===== config.mk =====
export PLATFORM = sky130hd
export DESIGN_NAME = fifo_rd_ctrl_flat
export DESIGN_NICKNAME = d
export VERILOG_FILES = /design/src/rtl/fifo_rd_ctrl_if.sv /design/src/rtl/fifo_rd_ctrl.sv /design/src/flat_wrapper.sv
export SDC_FILE = /design/constraint.sdc
export NUM_CORES = 1
export LEC_CHECK = 0
export ABC_AREA = 1
export BUFFER_PORTS_ARGS = -buffer_cell sky130_fd_sc_hd__buf_2
export CAP_MARGIN = 10
export CORE_MARGIN = 3
export CORE_UTILIZATION = 48
export DETAILED_ROUTE_END_ITERATION = 8
export GPL_TIMING_DRIVEN = 0
export PLACE_DENSITY = 0.83
export SLEW_MARGIN = 20
export SYNTH_ARGS = -nofsm -noshare
export SYNTH_HDL_FRONTEND = slang
export SYNTH_SLANG_ARGS = --single-unit

===== constraint.sdc =====
create_clock -name rclk -period 1.91 [get_ports rclk]
set_input_delay 0.0955 -clock rclk [delete_from_list [all_inputs] [get_ports rclk]]
set_output_delay 0.0955 -clock rclk [all_outputs]
set_load 0.02 [all_outputs]

===== src/rtl/fifo_rd_ctrl_if.sv =====
// Read-side bundle between the async FIFO read controller, its memory and the write domain.
// slave = controller side, master = consumer/memory/write-domain side.
interface fifo_rd_ctrl_if #(
  parameter int ADDR_SIZE = 3,
  parameter int DATA_SIZE = 8
);
  logic                 rd_en;
  logic [ADDR_SIZE:0]   wptr_gray;
  logic [DATA_SIZE-1:0] mem_rdata;
  logic [ADDR_SIZE-1:0] raddr;
  logic [ADDR_SIZE:0]   rptr_gray;
  logic [DATA_SIZE-1:0] rdata;
  logic                 rvalid;
  logic                 rempty;
  logic                 rd_underflow;
  logic                 ralmost_empty;

  modport slave (
    input  rd_en, wptr_gray, mem_rdata,
    output raddr, rptr_gray, rdata, rvalid, rempty, rd_underflow, ralmost_empty
  );

  modport master (
    output rd_en, wptr_gray, mem_rdata,
    input  raddr, rptr_gray, rdata, rvalid, rempty, rd_underflow, ralmost_empty
  );
endinterface


===== src/rtl/fifo_rd_ctrl.sv =====
// Async FIFO read controller: 2-flop Gray sync of wptr, binary/Gray read pointer, empty flag, 1-cycle read data.
// Optional RD_ALMOST_EMPTY_EN builds a registered level-based almost-empty flag; otherwise it mirrors rempty.
module fifo_rd_ctrl #(
  parameter int ADDR_SIZE = 3,
  parameter int DATA_SIZE = 8,
  parameter int AE_LEVEL  = 2
) (
  input  logic           rclk,
  input  logic           rrst,
  fifo_rd_ctrl_if.slave  bus
);
  localparam int PTR_W = ADDR_SIZE + 1;

  if (AE_LEVEL < 0 || AE_LEVEL >= (2**PTR_W)) begin : g_ae_range
    $error("AE_LEVEL out of range for the pointer width");
  end

  logic [PTR_W-1:0]     r_wq1;
  logic [PTR_W-1:0]     r_wq2;
  logic [PTR_W-1:0]     r_rbin;
  logic [PTR_W-1:0]     r_rgray;
  logic [DATA_SIZE-1:0] r_rdata;
  logic                 r_rvalid;
  logic                 r_rempty;
  logic                 r_underflow;

  logic                 w_accept;
  logic [PTR_W-1:0]     w_rbin_next;
  logic [PTR_W-1:0]     w_rgray_next;

  assign w_accept     = bus.rd_en & ~r_rempty;
  assign w_rbin_next  = r_rbin + PTR_W'(w_accept);
  assign w_rgray_next = (w_rbin_next >> 1) ^ w_rbin_next;

  always_ff @(posedge rclk or posedge rrst) begin
    if (rrst) begin
      r_wq1       <= '0;
      r_wq2       <= '0;
      r_rbin      <= '0;
      r_rgray     <= '0;
      r_rdata     <= '0;
      r_rvalid    <= 1'b0;
      r_rempty    <= 1'b1;
      r_underflow <= 1'b0;
    end else begin
      r_wq1    <= bus.wptr_gray;
      r_wq2    <= r_wq1;
      r_rbin   <= w_rbin_next;
      r_rgray  <= w_rgray_next;
      // Compare against the post-increment pointer so the last-word read flags empty on its own edge.
      r_rempty <= (w_rgray_next == r_wq2);
      r_rvalid <= w_accept;
      if (w_accept) begin
        r_rdata <= bus.mem_rdata;
      end
      if (bus.rd_en && r_rempty) begin
        r_underflow <= 1'b1;
      end
    end
  end

`ifdef RD_ALMOST_EMPTY_EN
  localparam logic [PTR_W-1:0] AE_LVL = PTR_W'(AE_LEVEL);

  logic [PTR_W-1:0] w_wbin;
  logic [PTR_W-1:0] w_level;
  logic             r_ae;

  always_comb begin
    w_wbin = '0;
    for (int i = 0; i < PTR_W; i++) begin
      w_wbin[i] = ^(r_wq2 >> i);
    end
  end

  assign w_level = w_wbin - w_rbin_next;

  always_ff @(posedge rclk or posedge rrst) begin
    if (rrst) begin
      r_ae <= 1'b1;
    end else begin
      r_ae <= (w_level <= AE_LVL);
    end
  end

  assign bus.ralmost_empty = r_ae;
`else
  assign bus.ralmost_empty = r_rempty;
`endif

  assign bus.raddr        = r_rbin[ADDR_SIZE-1:0];
  assign bus.rptr_gray    = r_rgray;
  assign bus.rdata        = r_rdata;
  assign bus.rvalid       = r_rvalid;
  assign bus.rempty       = r_rempty;
  assign bus.rd_underflow = r_underflow;
endmodule


===== src/flat_wrapper.sv =====
// flat-port wrapper written by rule: the top's interface ports become plain ports
module fifo_rd_ctrl_flat 
#(
  parameter int ADDR_SIZE = 3,
  parameter int DATA_SIZE = 8,
  parameter int AE_LEVEL  = 2
)
  (rclk, rrst, bus_rd_en, bus_wptr_gray, bus_mem_rdata, bus_raddr, bus_rptr_gray, bus_rdata, bus_rvalid, bus_rempty, bus_rd_underflow, bus_ralmost_empty);
  fifo_rd_ctrl_if #(.ADDR_SIZE(ADDR_SIZE), .DATA_SIZE(DATA_SIZE)) bus_i ();
  input  logic rclk;
  input  logic rrst;
  input wire logic [$bits(bus_i.rd_en)-1:0] bus_rd_en;
  input wire logic [$bits(bus_i.wptr_gray)-1:0] bus_wptr_gray;
  input wire logic [$bits(bus_i.mem_rdata)-1:0] bus_mem_rdata;
  output wire logic [$bits(bus_i.raddr)-1:0] bus_raddr;
  output wire logic [$bits(bus_i.rptr_gray)-1:0] bus_rptr_gray;
  output wire logic [$bits(bus_i.rdata)-1:0] bus_rdata;
  output wire logic [$bits(bus_i.rvalid)-1:0] bus_rvalid;
  output wire logic [$bits(bus_i.rempty)-1:0] bus_rempty;
  output wire logic [$bits(bus_i.rd_underflow)-1:0] bus_rd_underflow;
  output wire logic [$bits(bus_i.ralmost_empty)-1:0] bus_ralmost_empty;
  assign bus_i.rd_en = bus_rd_en;
  assign bus_i.wptr_gray = bus_wptr_gray;
  assign bus_i.mem_rdata = bus_mem_rdata;
  assign bus_raddr = bus_i.raddr;
  assign bus_rptr_gray = bus_i.rptr_gray;
  assign bus_rdata = bus_i.rdata;
  assign bus_rvalid = bus_i.rvalid;
  assign bus_rempty = bus_i.rempty;
  assign bus_rd_underflow = bus_i.rd_underflow;
  assign bus_ralmost_empty = bus_i.ralmost_empty;
  fifo_rd_ctrl #(.ADDR_SIZE(ADDR_SIZE), .DATA_SIZE(DATA_SIZE), .AE_LEVEL(AE_LEVEL)) u_core (.rclk(rclk), .rrst(rrst), .bus(bus_i));
endmodule

==> results.toml, run 1 <==
[routing]
drtAntennaViolNets = 0
vias = 877
dr.pass1.iters = 4
wl_um = 2230
vias_per_cell = 4.85
drc = 0
drtIter0Drc = 23
wl_per_cell_um = 12.3

[critical_path]
end_kind = "flip-flop"
ff2ff_path_depth = 8
crit_end = "u_core.bus.ralmost_empty"
worst_ep_required_time_ns = 2.16
cp_data_arrival_time_ns = 2.09
r2r_slack_ns = 0.07
setup.worst_path.start = "u_core.bus.ralmost_empty"
crit-reg2reg-launch = "u_core.bus.ralmost_empty"
setup.worst_path.class = "flip-flop to flip-flop"
critPathMaxFanout = 7
r2r-end = "u_core.bus.ralmost_empty"
startpoint_type = "flip-flop"

[floorplanning]
rows = 15
io-pin-count = 34
core_area_sq_um = 1860
initial_core_util_pct = 54.3
die_height_um = 51.9
dieWidth_um = 51.9
die_area_sq_um = 2690

[global_route]
grt_pass1_wl_um = 3660
first_global_vias = 875
grt_max_degree = 27
grt_antenna_before_repair = 0
track_usage_pct = 18.0
overflow = 0

[synthesis]
synthDistinctLibCells = 15
avgSynthCellArea_sq_um = 9.90
syn-instance-count = 102
netlist_area_sq_um = 1010
async_reset_ff_share_pct = 100
synth_top_area_share_pct = 62.0
ys_top_cells_by_area = "dfrtp_1 (62%), nand2_1 (15%), nand3_1 (5.5%)"
netlist_top_cells_count = "nand2_1 (40), dfrtp_1 (25), nand3_1 (11)"
synth_seq_area_share_pct = 64.6
synth_edf_count = 0
synth.net_count = 119
ys_ff_latch = 26
yosys_warnings = 0
synth-main-ff-cell = "dfrtp_1"
synth.most_common_cell = "nand2_1"
yosysTopAreaCell = "dfrtp_1"

[outcome]
status = "completed"

[pwr]
ir_drop_uv = 906
switching_share_pct = 43.6
combPwrFrac_pct = 49.7
power_w = 0.00208
switchingPower_w = 0.000904
clock_power_share_pct = 10.7
seqPwrFrac_pct = 39.5
power.internal_w = 0.00117
cellPowerDensity_nw_per_um2 = 1470
p_leak_nw = 0.775

[timing]
hold_viol = 0
whs_ns = 0.364
post-route-period-util_pct = 96.4
finClkSkew_ns = 0.00157
tns_ns = 0
max_slew_margin_pct = 38.1
final.min_clock_period_ns = 1.84
max_freq_ghz = 0.543
final_max_slew_viol_count = 0
worst_pin_slew_ns = 0.927
setup_viol = 0

[placed_design]
dp_hpwl_um = 1430
place_congestion = 0.802
numPortBuffers = 33

[clock_network]
clock_path_buffers = 2
cts_buffers = 3
cts_tree = "done"
cts.sinks = 26
root_buffer = "clkbuf_4"
h-tree-depth = 1
clock_latency_ns = 0.30
clkTransAtPathRegs_ns = 0.12

[final_layout]
fill_cells = 127
drive_above_1_share_pct = 30.8
antenna_cells = 0
seqCellArea_sq_um = 652
nNetsFinal = 174
final_util_pct = 76.2
multiInputGateArea_sq_um = 333
syn_to_final_growth_pct = 40.1

[worst_hold_path]
hold_depth = 0
hp-class = "flip-flop to flip-flop"

[job]
max_cap_viol_count = 0
## worst min path at each step
| stage | slack (ns) | to | startpoint |
|---|---|---|---|
| 5_1_grt | 0.38 | u_core.r_wq2[2] | u_core.r_wq1[2] |
| 4_1_cts | 0.37 | u_core.r_wq2[2] | u_core.r_wq1[2] |
| 3_5_place_dp | 0.21 | u_core.r_wq1[2] | bus_wptr_gray[2] |
| 6_report | 0.36 | u_core.r_wq2[2] | u_core.r_wq1[2] |
| 3_3_place_gp | 0.20 | u_core.r_wq1[2] | bus_wptr_gray[2] |
| 2_1_floorplan | 0.13 | u_core.bus.rd_underflow | rrst |
## layer usage
layer	vias to the layer above	wire length, um	track usage [%]	part of all wire, %
met5	-	0	0	0
met4	0	6	6.55	0.27
met3	2	158	2.29	7.1
li1	427	-	-	-
met1	408	851	19.5	38
met2	40	1210	34.9	54
## power groups by stage
| stage | Clock (W) | Combinational (W) | Sequential (W) |
|---|---|---|---|
| global route | 0.000256 | 0.00114 | 0.000844 |
| global placement | 0 | 0.000890 | 0.000806 |
| CTS | 0.000235 | 0.000986 | 0.000817 |
| detailed placement | 0 | 0.000933 | 0.000820 |
| floorplan | 0 | 0.000474 | 0.000995 |
| finish | 0.000223 | 0.00103 | 0.000821 |
## through the flow
step,instances,setup slack [ns],instance area [sq um]
2_1_floorplan,102,0.0969,1010
3_3_place_gp,160,-0.00603,1210
3_5_place_dp,160,-0.0483,1210
4_1_cts,178,0.0637,1390
5_1_grt,181,-0.0176,1420
6_report,181,0.0692,1420
## kinds of logic after synthesis
logic type / after synthesis / share of synthesized area, %
and+or+nand+nor: 61 / 26.9
DFF: 26 / 64.6
xor gates and xnor gates: 1 / 0.868
AOI/OAI and AO/OA: 1 / 0.744
buffers and inverters: 11 / 4.46
adders and majority gates: 2 / 2.48
## registers in the layout, summed over array words and instances, names as in the netlist
name                      cells
u_core.r_wq1                  4
u_core.bus.rptr_gray          3
u_core.bus.rd_underflow       1
u_core.bus.ralmost_empty      1
u_core.r_rbin                 4
u_core.bus.rvalid             1
u_core.bus.rdata              8
u_core.r_wq2                  4
## placed cells by master, fill, tap and decap left out
cell type	count
buf_2	33
nand2_1	40
nor2_1	1
nand4_1	2
nand2_2	3
buf_4	4
nand3b_1	2
dlygate4sd3_1	14
clkbuf_1	1
inv_1	10
dfstp_2	1
ha_2	1
nor2_4	1
clkbuf_4	3
nand3_1	11
nand3_2	1
a21o_1	1
ha_4	1
dfrtp_1	25
xor2_1	1
## cell type report
type / count / area share, %
Tap cell: 25 / 2.21
Clock buffer: 4 / 1.86
Multi-Input combinational cell: 65 / 23.5
Inverter: 10 / 2.65
Sequential cell: 26 / 46.1
Buffer: 1 / 0.531
Timing Repair Buffer: 50 / 23.2
## worst max-delay path, stage by stage (launching register included)
cell and delay, ns:
dfstp_2 0.59, nor2_4 0.06, ha_2 0.21, ha_4 0.30
xor2_1 0.26, nand2_1 0.11, nand2_1 0.08, nand3_1 0.07
nor2_1 0.09
## what timing repair did
action                                  CTS  global route
hold buffers                             14             0
gates resized for setup                   2             1
endpoints found under the setup margin    1             1
hold endpoints to repair                 26             0
buffers inserted                          0             3
pin swaps                                 0             1
Note: power is estimated with default switching activity, not from simulation.
==> run 2: changes to the inputs <==
--- a/config.mk
+++ b/config.mk
@@ -11,8 +11,7 @@
 export CORE_MARGIN = 3
 export CORE_UTILIZATION = 48
 export DETAILED_ROUTE_END_ITERATION = 8
-export GPL_TIMING_DRIVEN = 0
-export PLACE_DENSITY = 0.83
+export PLACE_DENSITY = 0.77
 export SLEW_MARGIN = 20
 export SYNTH_ARGS = -nofsm -noshare
 export SYNTH_HDL_FRONTEND = slang
==> run 2 against run 1 <==
Worst setup slack gained 0.061 ns. Sequential power fell by 1%. Wire length down 1.2%. Global-route usage rose by 1.3 points. Largest power group unchanged. Clock skew is 0.0013 ns higher. Utilization down 0.94 points. Maximum frequency increased by 3.4%.
==> results.toml, run 2 (synthesis results as in run 1) <==
[timing]
post-route-period-util_pct = 93.2
final.min_clock_period_ns = 1.78
rsz0062_at_grt = "false"
tns_ns = 0
max_slew_margin_pct = 57.8
setup_viol = 0
final_max_slew_viol_count = 0
hold_viol = 0
finClkSkew_ns = 0.00290
worst_pin_slew_ns = 0.632
max_freq_ghz = 0.562

[final_layout]
nNetsFinal = 172
antenna_cells = 0
drive_above_1_share_pct = 29.9
final_cell_area_sq_um = 1400
stdcell_count = 179
layout_commonest_cell = "nand2_1"
largest_register_ffs = 8
syn_to_final_growth_pct = 38.4
mostFrequentLayoutCells = "nand2_1 (40), buf_2 (33), dfrtp_1 (25), dlygate4sd3_1 (14), nand3_1 (11)"

[floorplanning]
rows = 15
io-pin-count = 34
dieWidth_um = 51.9
die_area_sq_um = 2690
initial_core_util_pct = 54.3
core_area_sq_um = 1860
die_height_um = 51.9

[critical_path]
critical_path.most_common_cell = "nand2_1"
cp_data_arrival_time_ns = 2.04
critPathMaxFanout = 4
crit_slowest_cell = "dfstp_2"
worst_ep_required_time_ns = 2.17
crit-reg2reg-launch = "u_core.bus.ralmost_empty"
r2r_slack_ns = 0.13
startpoint_type = "flip-flop"
r2r-end = "u_core.bus.ralmost_empty"
ff2ff_path_depth = 10
setup.worst_path.class = "flip-flop to flip-flop"
max_stage_delay_ns = 0.58
crit_chain = "nor2_2 -> ha_1 -> ha_1 -> inv_1 -> nand2_1 -> nand2_1 -> nand3_1 -> nand3_2 -> nand2_1 -> nor2_1"
end_kind = "flip-flop"

[placed_design]
place_congestion = 0.768
placed_area_sq_um = 1210
numPortBuffers = 33
dp.cells = 161
dp_hpwl_um = 1470

[clock_network]
cts.sinks = 26
cts_tree = "done"
root_buffer = "clkbuf_4"
h-tree-depth = 1
clkTransAtPathRegs_ns = 0.13
post_cts.repair.setup_buffers = 0
clock_latency_ns = 0.31
cts_buffers = 3
clock_path_buffers = 2

[routing]
drtIter0Drc = 16
drc = 0
drtAntennaViolNets = 0
wl_per_cell_um = 12.3
vias = 827
dr.pass1.iters = 4
vias_per_cell = 4.62
wl_um = 2200

[worst_hold_path]
min_from = "u_core.r_wq1[3]"
hp-class = "flip-flop to flip-flop"
hold_depth = 0
hold_path_end = "u_core.r_wq2[3]"

[pwr]
p_leak_nw = 0.774
power_w = 0.00204
cellPowerDensity_nw_per_um2 = 1460
ir_drop_uv = 1060

[outcome]
status = "completed"

[job]
max_cap_viol_count = 0

[global_route]
track_usage_pct = 19.3
overflow = 0
grt_max_degree = 18
grt_antenna_before_repair = 0
grt_pass1_wl_um = 3720
first_global_vias = 834
## run 2: final cells by class
class / instances / area, sq um
sequential: 26 / 652
tap: 25 / 31.3
clock buffer: 4 / 36.3
timing repair buffer: 49 / 320
multi-input combinational: 65 / 320
inverter: 10 / 37.5
fill: 128 / 460
## run 2: critical path, delay by kind of cell (launching register included)
family	cells	cell delay (ns)
AND/OR/NAND/NOR	7	0.63
flip-flops	1	0.58
adder cells (fa/ha/maj)	2	0.43
buffers and inverters	1	0.09
## run 2: how the worst max path moves through the flow
stage,endpoint,slack [ns],from,depth (start not counted)
after floorplan,u_core.bus.ralmost_empty,0.1,u_core.bus.ralmost_empty,8
after global placement,u_core.bus.ralmost_empty,0.18,u_core.bus.ralmost_empty,8
after detailed placement,u_core.bus.ralmost_empty,0.11,u_core.bus.ralmost_empty,8
after CTS,u_core.bus.ralmost_empty,0.07,u_core.bus.ralmost_empty,8
after global routing,u_core.bus.ralmost_empty,0.008,u_core.bus.ralmost_empty,9
final,u_core.bus.ralmost_empty,0.13,u_core.bus.ralmost_empty,10
## run 2: what timing repair did
action	in CTS	in global routing
hold buffers	14	0
resized for setup	0	1
setup endpoints to repair	0	1
hold endpoints to repair	28	0
## run 2: per-layer routing
layer,track usage [%],vias up,wire length [um]
met5,0,-,0
met2,37.7,19,1230
met1,20.3,382,855
li1,-,424,-
met4,6.55,0,15
met3,3.44,2,103
## run 2: where the power goes
group / total (W) / internal [W] / leakage [nW] / switching [W]
Clock: 0.000270 / 0.000116 / 0.0210 / 0.000154
Sequential: 0.000809 / 0.000712 / 0.307 / 0.0000970
Combinational: 0.000963 / 0.000343 / 0.446 / 0.000620
## run 2: through the flow
stage,setup WS (ns),hold slack [ns],utilization (%)
3_5_place_dp,0.107,0.203,65.3
6_report,0.130,0.364,75.2
5_1_grt,0.00808,0.374,75.2
3_3_place_gp,0.184,0.201,65.3
4_1_cts,0.0691,0.365,74.8
2_1_floorplan,0.0969,0.127,-
==> run 3: changes to the inputs <==
--- a/config.mk
+++ b/config.mk
@@ -5,7 +5,6 @@
 export SDC_FILE = /design/constraint.sdc
 export NUM_CORES = 1
 export LEC_CHECK = 0
-export ABC_AREA = 1
 export BUFFER_PORTS_ARGS = -buffer_cell sky130_fd_sc_hd__buf_2
 export CAP_MARGIN = 10
 export CORE_MARGIN = 3
==> run 3 against run 2 <==
Cell area grew 0.98%. Area after synthesis grew 1.4%. Sequential cell count did not move. First-iteration DRC count shrank 94%. Hold slack got worse by 0.35 ns. Largest power group unchanged. Highest routed layer unchanged.
==> results.toml, run 3 <==
[outcome]
status = "completed"

[floorplanning]
die_height_um = 52.2
core_area_sq_um = 1980
die_area_sq_um = 2720
dieWidth_um = 52.2
rows = 16
io-pin-count = 34
initial_core_util_pct = 51.6

[critical_path]
ff2ff_path_depth = 8
critPathMaxFanout = 5
setup.worst_path.class = "flip-flop to flip-flop"
crit-reg2reg-launch = "u_core.bus.ralmost_empty"
setup.worst_path.start = "u_core.bus.ralmost_empty"
worst_ep_required_time_ns = 2.14
path_buf_inv = 1
crit_slowest_cell = "dfstp_2"
end_kind = "flip-flop"
critical_path.most_common_cell = "ha_4"
crit_chain = "nand2b_4 -> inv_4 -> ha_4 -> ha_4 -> xnor2_4 -> xor2_1 -> mux2i_1 -> a311oi_1"
path_delay_family = "flip-flops"
worst-path-stages = 8
max_stage_delay_ns = 0.55
startpoint_type = "flip-flop"
cp_data_arrival_time_ns = 2.06

[worst_hold_path]
min_from = "bus_mem_rdata[2]"
hold_depth = 2
hp-class = "input port to flip-flop"

[timing]
final_max_slew_viol_count = 0
rsz0062_at_grt = "true"
max_slew_margin_pct = 71.4
post-route-period-util_pct = 95.4
setup_viol = 0
final.min_clock_period_ns = 1.82
finClkSkew_ns = 0.00412
whs_ns = 0.0101
postLayoutSetupSlackWorst_ns = 0.0881
worst_pin_slew_ns = 0.429
hold_viol = 0
max_freq_ghz = 0.549

[synthesis]
ys_top_cells_by_area = "dfrtp_1 (61%), mux2_2 (6.6%), xor2_1 (5.1%)"
synth_edf_count = 0
netlist_top_cells_count = "dfrtp_1 (25), mux2_2 (6), xor2_1 (6)"
synth.net_count = 90
netlist_area_sq_um = 1020
yosys_warnings = 0
synthDistinctLibCells = 26
yosysTopAreaCell = "dfrtp_1"
syn-instance-count = 73
synth.most_common_cell = "dfrtp_1"
synth_seq_area_share_pct = 63.7
avgSynthCellArea_sq_um = 14.0
async_reset_ff_share_pct = 100
ys_ff_latch = 26
synth_top_area_share_pct = 61.1
synth-main-ff-cell = "dfrtp_1"

[routing]
drtAntennaViolNets = 0
vias = 699
drc = 0
dr.pass1.iters = 4
wl_um = 1840
vias_per_cell = 4.76
wl_per_cell_um = 12.5
drtIter0Drc = 1

[pwr]
clock_power_share_pct = 13.6
ir_drop_uv = 882
cellPowerDensity_nw_per_um2 = 1380
seqPwrFrac_pct = 41.9
switching_share_pct = 37.1
switchingPower_w = 0.000722
p_leak_nw = 0.671
combPwrFrac_pct = 44.4
power.internal_w = 0.00123
power_w = 0.00195

[placed_design]
dp.cells = 131
place_congestion = 0.772
numPortBuffers = 33
dp_hpwl_um = 1270
dp_worst_setup_slack_ns = 0.0694

[global_route]
first_global_vias = 651
grt_pass1_wl_um = 2660
track_usage_pct = 13.4
overflow = 0
grt_max_degree = 16
grt_antenna_before_repair = 0

[clock_network]
h-tree-depth = 1
cts_tree = "done"
cts.sinks = 26
clkTransAtPathRegs_ns = 0.13
clock_path_buffers = 2
root_buffer = "clkbuf_4"
cts_buffers = 3
post_cts_resized = 0
clock_latency_ns = 0.31

[final_layout]
mostFrequentLayoutCells = "buf_2 (33), dfrtp_1 (25), dlygate4sd3_1 (11), mux2_2 (6), xor2_1 (6)"
antenna_cells = 0
largest_register_ffs = 8
final_util_pct = 71.2
layout_commonest_cell = "buf_2"
seqCellArea_sq_um = 652
multiInputGateArea_sq_um = 378
nNetsFinal = 138
drive_above_1_share_pct = 43.3
fill_cells = 141
stdcell_count = 147
syn_to_final_growth_pct = 37.9

[job]
max_cap_viol_count = 0
run 3: kinds of logic (layout without fill, tap and decap cells):
kind of cell	count (synthesis)	in the layout	synth area share, %
simple gates	12	12	5.99
mux	9	9	9.78
buf+inv	7	54	3.67
flops	26	26	63.7
fa+ha+maj	2	2	2.44
compound gates	7	7	5.13
xor+xnor	10	10	9.29
run 3: repair_timing:
| item | CTS | global route |
|---|---|---|
| setup buffers | 0 | 1 |
| endpoints found under the hold margin | 17 | 3 |
| endpoints found under the setup margin | 0 | 1 |
| hold buffers | 8 | 3 |
run 3: area by class of cell:
type                            count  area share, %
Tap cell                           27           2.39
Timing Repair Buffer               47           21.1
Clock buffer                        4           2.57
Inverter                            3          0.975
Multi-Input combinational cell     40           26.8
Sequential cell                    26           46.2
run 3: power by group through the flow:
stage / registers [W] / logic, W / clock network (W)
2_1_floorplan: 0.000956 / 0.000514 / 0
3_3_place_gp: 0.000822 / 0.000840 / 0
3_5_place_dp: 0.000825 / 0.000860 / 0
4_1_cts: 0.000816 / 0.000870 / 0.000277
5_1_grt: 0.000841 / 0.000945 / 0.000303
6_report: 0.000817 / 0.000866 / 0.000266
run 3: worst paths after layout:
| path | endpoint | slack, ns |
|---|---|---|
| min in group asynchronous | u_core.bus.rvalid | 0.30 |
| max reg2reg | u_core.bus.ralmost_empty | 0.09 |
| max in group asynchronous | u_core.r_wq1[0] | 1.07 |
| min | u_core.bus.rdata[2] | 0.01 |
| max | u_core.bus.ralmost_empty | 0.09 |
| min reg2reg | u_core.r_wq2[1] | 0.36 |
run 3: worst reg2reg max path, stage by stage, from the launching register on:
cell	delay (ns)
dfstp_2	0.55
nand2b_4	0.13
inv_4	0.04
ha_4	0.16
ha_4	0.19
xnor2_4	0.18
xor2_1	0.20
mux2i_1	0.09
a311oi_1	0.20
run 3: per-stage QoR:
stage / TNS [ns] / instance area, sq um
after floorplan: -0.155 / 1080
after global placement: 0 / 1260
after detailed placement: 0 / 1260
after CTS: 0 / 1370
after global routing: -0.0254 / 1410
final: 0 / 1410
run 3: layer usage:
layer	vias to the layer above	track usage [%]	share of wire [%]
li1	335	-	-
met3	4	2.56	5.2
met1	336	16.0	42
met5	-	0	0
met4	0	6.38	1.3
met2	24	23.2	52
